===== config.mk =====
export PLATFORM = sky130hd
export DESIGN_NAME = clk_stall_ctrl
export DESIGN_NICKNAME = d
export VERILOG_FILES = /design/src/rtl/clk_ctrl_pkg.sv /design/src/rtl/clk_div_tick.sv /design/src/rtl/clk_stall_ctrl.sv
export SDC_FILE = /design/constraint.sdc
export NUM_CORES = 1
export LEC_CHECK = 0
export ABC_AREA = 1
export ABC_CLOCK_PERIOD_IN_PS = 1800
export CORE_MARGIN = 5
export CORE_UTILIZATION = 45
export CTS_CLUSTER_SIZE = 10
export DETAILED_ROUTE_END_ITERATION = 16
export PLACE_DENSITY = 0.71
export SLEW_MARGIN = 15
export SYNTH_ARGS = -nofsm -noshare
export SYNTH_HDL_FRONTEND = slang
export SYNTH_HIERARCHICAL = 1
export SYNTH_SLANG_ARGS = --single-unit
export TNS_END_PERCENT = 1

===== constraint.sdc =====
create_clock -name clk -period 1.8 [get_ports clk]
set_clock_uncertainty 0.05 [all_clocks]
set_input_delay 0.27 -clock clk [delete_from_list [all_inputs] [get_ports clk]]
set_output_delay 0.27 -clock clk [all_outputs]
set_load 0.05 [all_outputs]

===== src/rtl/clk_ctrl_pkg.sv =====
// Shared types and helpers for the clock-enable / stall controller.
//   state_e   : controller state (RUN while the processor is clocked, STALL while held)
//   sel_width : width of the divide-select field for a given largest divide exponent
//   sat_inc   : increment that sticks at a caller-supplied limit
package clk_ctrl_pkg;

  typedef enum logic {
    RUN   = 1'b0,
    STALL = 1'b1
  } state_e;

  // Never returns 0 so that a single-ratio build still gets a legal 1-bit port.
  function automatic int sel_width(input int max_div_log2);
    return (max_div_log2 > 1) ? $clog2(max_div_log2) : 1;
  endfunction

  function automatic logic [31:0] sat_inc(input logic [31:0] value, input logic [31:0] limit);
    return (value >= limit) ? limit : value + 32'd1;
  endfunction

endpackage


===== src/rtl/clk_div_tick.sv =====
// Programmable divider that produces a one-clk tick at the end of each slow period.
// Ports:
//   clk, reset : fast clock, asynchronous active-high reset
//   div_sel    : requested divide exponent, period = 2^(sel+1); values above
//                MAX_DIV_LOG2-1 clamp to MAX_DIV_LOG2-1
//   tick       : high during the last clk of every period
module clk_div_tick
  import clk_ctrl_pkg::*;
#(
  parameter  int MAX_DIV_LOG2 = 3,
  parameter  int DIV_RESET    = 1,
  localparam int SEL_W        = sel_width(MAX_DIV_LOG2)
) (
  input  logic             clk,
  input  logic             reset,
  input  logic [SEL_W-1:0] div_sel,
  output logic             tick
);

  // The longest period is 2^MAX_DIV_LOG2, so the phase needs MAX_DIV_LOG2 bits.
  localparam int PH_W = MAX_DIV_LOG2;
  localparam logic [SEL_W-1:0] SEL_MAX = SEL_W'(MAX_DIV_LOG2 - 1);

  logic [PH_W-1:0]  phase_q, phase_d;
  logic [SEL_W-1:0] div_q, div_d;
  logic [PH_W-1:0]  phase_last;
  logic [SEL_W-1:0] sel_clamped;

  always_comb begin
    phase_last  = PH_W'((32'd2 << div_q) - 32'd1);
    sel_clamped = (div_sel > SEL_MAX) ? SEL_MAX : div_sel;
    tick        = (phase_q == phase_last);
    phase_d     = phase_q + PH_W'(1);
    div_d       = div_q;
    // The new ratio only takes effect at the wrap so a period is never cut short.
    if (tick) begin
      phase_d = '0;
      div_d   = sel_clamped;
    end
  end

  always_ff @(posedge clk or posedge reset) begin
    if (reset) begin
      phase_q <= '0;
      div_q   <= SEL_W'(DIV_RESET);
    end else begin
      phase_q <= phase_d;
      div_q   <= div_d;
    end
  end

endmodule


===== src/rtl/clk_stall_ctrl.sv =====
// Single-clock generator of the slow-domain enable (cache_en) and the
// stall-qualified processor enable (proc_en), with per-source stall
// acknowledge, saturating stall counters and a stall watchdog.
// Ports:
//   clk, reset   : fast clock, asynchronous active-high reset
//   div_sel      : divide exponent, sampled at each period wrap
//   stall_req    : level stall request per source (registered once before use)
//   clr_cnt      : synchronous clear of stall_cnt, watchdog and timeout_err
//   cache_en     : one-clk pulse per slow period
//   proc_en      : cache_en withheld while any registered stall is pending
//   stall_ack    : per-source indication that the processor is held
//   stall_active : controller is in STALL
//   stall_cnt    : per-source stall-tick counters, source i at [i*CNT_W +: CNT_W]
//   timeout_err  : sticky flag, TIMEOUT consecutive withheld ticks seen
module clk_stall_ctrl
  import clk_ctrl_pkg::*;
#(
  parameter  int MAX_DIV_LOG2 = 3,
  parameter  int DIV_RESET    = 1,
  parameter  int N_STALL      = 2,
  parameter  int CNT_W        = 16,
  parameter  int TIMEOUT      = 1024,
  localparam int SEL_W        = sel_width(MAX_DIV_LOG2)
) (
  input  logic                     clk,
  input  logic                     reset,
  input  logic [SEL_W-1:0]         div_sel,
  input  logic [N_STALL-1:0]       stall_req,
  input  logic                     clr_cnt,
  output logic                     cache_en,
  output logic                     proc_en,
  output logic [N_STALL-1:0]       stall_ack,
  output logic                     stall_active,
  output logic [N_STALL*CNT_W-1:0] stall_cnt,
  output logic                     timeout_err
);

  localparam int WD_W = (TIMEOUT > 0) ? $clog2(TIMEOUT + 1) : 1;
  localparam logic [31:0] CNT_MAX = (CNT_W >= 32) ? 32'hFFFF_FFFF : ((32'd1 << CNT_W) - 32'd1);

  logic               tick;
  logic               any_stall;
  logic [N_STALL-1:0] stall_q, stall_d;
  state_e             state_q;
  logic [WD_W-1:0]    wd_q, wd_d;
  logic               timeout_err_q, timeout_err_d;

  clk_div_tick #(
    .MAX_DIV_LOG2 (MAX_DIV_LOG2),
    .DIV_RESET    (DIV_RESET)
  ) u_div (
    .clk     (clk),
    .reset   (reset),
    .div_sel (div_sel),
    .tick    (tick)
  );

  always_comb begin
    stall_d   = stall_req;
    any_stall = |stall_q;
  end

  always_ff @(posedge clk or posedge reset) begin
    if (reset) stall_q <= '0;
    else       stall_q <= stall_d;
  end

  // Controller state only moves on a slow tick.
  always_ff @(posedge clk or posedge reset) begin
    if (reset)     state_q <= RUN;
    else if (tick) state_q <= any_stall ? STALL : RUN;
  end

  assign cache_en     = tick;
  assign proc_en      = tick & ~any_stall;
  assign stall_active = (state_q == STALL);

  for (genvar gi = 0; gi < N_STALL; gi++) begin : g_src
    logic             ack_q, ack_d;
    logic [CNT_W-1:0] cnt_q, cnt_d;

    always_comb begin
      // Ack is raised only on a tick but dropped as soon as the source lets go.
      ack_d = ack_q;
      if (!stall_q[gi])  ack_d = 1'b0;
      else if (tick)     ack_d = 1'b1;

      cnt_d = cnt_q;
      if (clr_cnt)                  cnt_d = '0;
      else if (tick && stall_q[gi]) cnt_d = CNT_W'(sat_inc(32'(cnt_q), CNT_MAX));
    end

    always_ff @(posedge clk or posedge reset) begin
      if (reset) begin
        ack_q <= 1'b0;
        cnt_q <= '0;
      end else begin
        ack_q <= ack_d;
        cnt_q <= cnt_d;
      end
    end

    assign stall_ack[gi]                 = ack_q;
    assign stall_cnt[gi*CNT_W +: CNT_W]  = cnt_q;
  end

  // Watchdog: counts consecutive withheld ticks, any delivered tick restarts it.
  always_comb begin
    wd_d          = wd_q;
    timeout_err_d = timeout_err_q;
    if (clr_cnt) begin
      wd_d          = '0;
      timeout_err_d = 1'b0;
    end else if ((TIMEOUT != 0) && tick) begin
      if (!any_stall) begin
        wd_d = '0;
      end else begin
        wd_d = WD_W'(sat_inc(32'(wd_q), 32'(TIMEOUT)));
        if (wd_d == WD_W'(TIMEOUT)) timeout_err_d = 1'b1;
      end
    end
  end

  always_ff @(posedge clk or posedge reset) begin
    if (reset) begin
      wd_q          <= '0;
      timeout_err_q <= 1'b0;
    end else begin
      wd_q          <= wd_d;
      timeout_err_q <= timeout_err_d;
    end
  end

  assign timeout_err = timeout_err_q;

endmodule


==> summary.txt <==
Status
  – Status: complete, but fails checks
  – Violated checks: setup timing

Detailed routing
  – Pre-antenna DRT Iters: 4
  – Vias: about 3000
  – ANT nets after route: 0
  – Vias per Instance: 5.107
  – Remaining routing DRC violations: 0
  – Drt initial violations: 101
  – Post-detailed-route wirelength per cell: 13.22 microns
  – Detailed Route WL: around 7800 microns

Pwr
  – Power Density: 896.9 mW/mm^2
  – Leakage Power: between 0.0015 and 0.002 uW
  – Worst VDD drop: about 0.37 mV

Clocking
  – Cts bufs inserted: 5
  – CTS tree: done
  – Clock sink count: 54
  – CTS root buffer: clkbuf_8
  – Max Root-Sink Buffers: 2
  – Worst-Skew Late Latency: 0.31 ns
  – Clk slew on worst S/H paths: about 0.10 ns
  – Post-CTS Hold Buffers: 0
  – CTS H-tree lvls: 2

Synthesis
  – Post-synthesis instance area: about 0.0032 sq mm
  – Synth Area in Compound Gates: between 10% and 20%
  – Sequential fraction of the synthesis area: about 43%
  – Synthesized instance count: approximately 420
  – EDFF count, synth: 0
  – Mean post-synth cell area: around 7.5 sq um
  – Seq cells post-synth: 54
  – Largest family of logic cells by synthesized area: simple AND/OR/NAND/NOR gates
  – Synth Area in XOR/XNOR: just under 2%
  – Top_reg_cell synth: dfrtp_1
  – Synth warn: 6
  – Simple-gate share of the synthesized area: 34.27%
  – Post-synth cell types: 36
  – Syn Nets: approximately 440
  – Ys async rst share: 100.0%
  – Post-Synth Adder-Cell Area: between 1.5 and 2%
  – Mux cell area share after synthesis: 0%

Floorplan
  – Core area: approximately 0.0068 sq mm
  – IO Pins: 45
  – Die Y: between 90 and 100 microns
  – Std-Cell Rows: 30
  – Die ar.: 0.008783 sq mm
  – Initial Util: a little under half
  – Die X: between 90 and 100 microns

Placed design
  – DP Wirelength: between 5000 and 6000 microns
  – Placed inst area: ~0.0037 sq mm
  – Port Buffers: 44
  – Gpl congestion: 0.8928

Finish
  – # nets final: about 500
  – Filler instances: around 600
  – Commonest cells after routing, fill and taps aside: 116 x nand2_1, 53 x buf_4, 50 x dfrtp_1
  – Layout cells sized above 1: 24.03%
  – ANT cells: 0
  – Layout area overhead: 26.38%
  – Most common cell after layout, fill and taps aside: nand2_1
  – Post-route cell area: ~0.0040 sq mm

Timing
  – Fin Setup TNS: -0.1774 ns
  – Setup slack after layout: -0.09065 ns
  – RSZ-0062 raised after global routing: true
  – Final worst path period share: 105.0%
  – Post-layout minimum cycle time: 1.891 ns
  – Hold Fails Final Rpt: 0
  – Final Setup Violations: 4
  – Max Transition Viols Final: 0
  – Relative slew slack: 77.44%
  – Slew @ Worst Pin: roughly 0.34 ns
  – Fmax: approximately 530 MHz

Global routing
  – Initial antenna violation count: 0
  – GRT overflow: 0
  – First-pass GRT wire length: around 13000 microns
  – GRT Util Overall: between 10% and 20%
  – Largest net degree at the start of global routing: 50
  – Vias in the first global route: 2891

Setup path
  – Crit path buf inv count: 4
  – Worst Path Arrival: 1.57 ns
  – Crit path kind: reg -> out
  – Kind of cell adding the most delay to the critical path: simple AND/OR/NAND/NOR gates
  – CP endpoint kind: primary output
  – Worst path cell trace: inv_1, nand2_1, nand2_2, nor2_4, nand2_4, inv_6, inv_4, nor3_4, buf_12
  – Worst path slowest cell: dfrtp_1
  – CP max FO: 4
  – Startpoint types: flop
  – Worst endpoint required time: 1.48 ns
  – Critical Path Max Stage Delay: 0.41 ns

Hold path
  – HP Class: in -> async

Job
  – Maxcap violations: 0
## path summary, 6_finish.rpt
kind,start,endpoint,slack (ns),cells after the start
worst max register to register,u_div/div_q[1],g_src[1].cnt_q[10],-0.04,12
worst max-delay path,u_div/div_q[1],proc_en,-0.09,9
min in group clk,stall_req[0],stall_q[0],0.33,1
worst min register to register,u_div/phase_q[0],u_div/phase_q[0],0.44,1
max in group asynchronous,reset,g_src[1].cnt_q[1],1.17,3
worst min-delay path,reset,u_div/phase_q[0],0.14,2
## metrics by stage
step           hold slack [ns]  setup WS [ns]  utilization (%)  total power (uW)  std cells
6_report                0.1412       -0.09065            58.67              3576        587
5_1_grt                 0.1759        -0.1914            58.67              3771        587
4_1_cts                 0.1456        -0.1107            57.35              3484        584
3_5_place_dp            0.4220        -0.1016            55.19              2525        572
3_3_place_gp            0.4088     0.00009170            55.19              2498        572
2_1_floorplan        -0.002205       -0.03598                -              2097        423
## logic make-up (layout without fill, tap and decap cells)
family,Yosys count,in the layout
buffers and inverters,61,129
AND/OR/NAND/NOR,233,233
flip-flops,54,54
adder cells (fa/ha/maj),5,5
AO/OA/AOI/OAI,63,63
XOR/XNOR,7,7
## cells in the mapped netlist, types with 6 or more instances
| master | n | area share (%) |
|---|---|---|
| nand4_1 | 7 | 1.4 |
| nor2_2 | 6 | 1.2 |
| nand3_1 | 38 | 6.0 |
| nor3_1 | 6 | 0.95 |
| inv_1 | 51 | 6.1 |
| o21ai_1 | 9 | 1.4 |
| o21ai_0 | 33 | 5.2 |
| o22ai_1 | 6 | 1.2 |
| nand2_2 | 11 | 2.2 |
| nor2_1 | 33 | 3.9 |
| dfrtp_1 | 53 | 42 |
| nand2_1 | 119 | 14 |
## power by group
group / switching, uW / internal [uW] / total (uW)
Clock: 429 / 415 / 844
Combinational: 823 / 534 / 1360
Sequential: 72.7 / 1300 / 1370
Total: 1330 / 2250 / 3580
## cell type report
type / instances / area, sq um / area share (%)
clock inverter: 3 / 45.04 / 1.130
timing repair buffer: 65 / 551.8 / 13.84
sequential: 54 / 1356 / 34.02
multi-input combinational: 308 / 1615 / 40.52
clock buffer: 5 / 68.82 / 1.726
timing repair inverter: 1 / 7.507 / 0.1883
tap: 96 / 120.1 / 3.013
inverter: 55 / 221.5 / 5.556
## timing repair
action | CTS | global route
buffers inserted | 4 | 2
cloned | 0 | 1
gates resized for setup | 4 | 23
setup endpoints to repair | 30 | 46
pin swaps | 6 | 1
## flip-flops by register name, indices dropped and copies added (netlist names)
signal and flops:
g_src.cnt_q 32, wd_q 11, u_div/phase_q 3, g_src.ack_q 2, stall_q 2, u_div/div_q 2
stall_active 1, timeout_err 1
## metal layers
layer / track usage (%) / vias to the layer above / part of all wire (%)
li1: - / 1508 / -
met1: 24.67 / 1413 / 45
met2: 31.11 / 68 / 49
met3: 3.526 / 9 / 5.1
met4: 3.490 / 0 / 0.98
met5: 0 / - / 0
(Power assumes the default switching activity.)
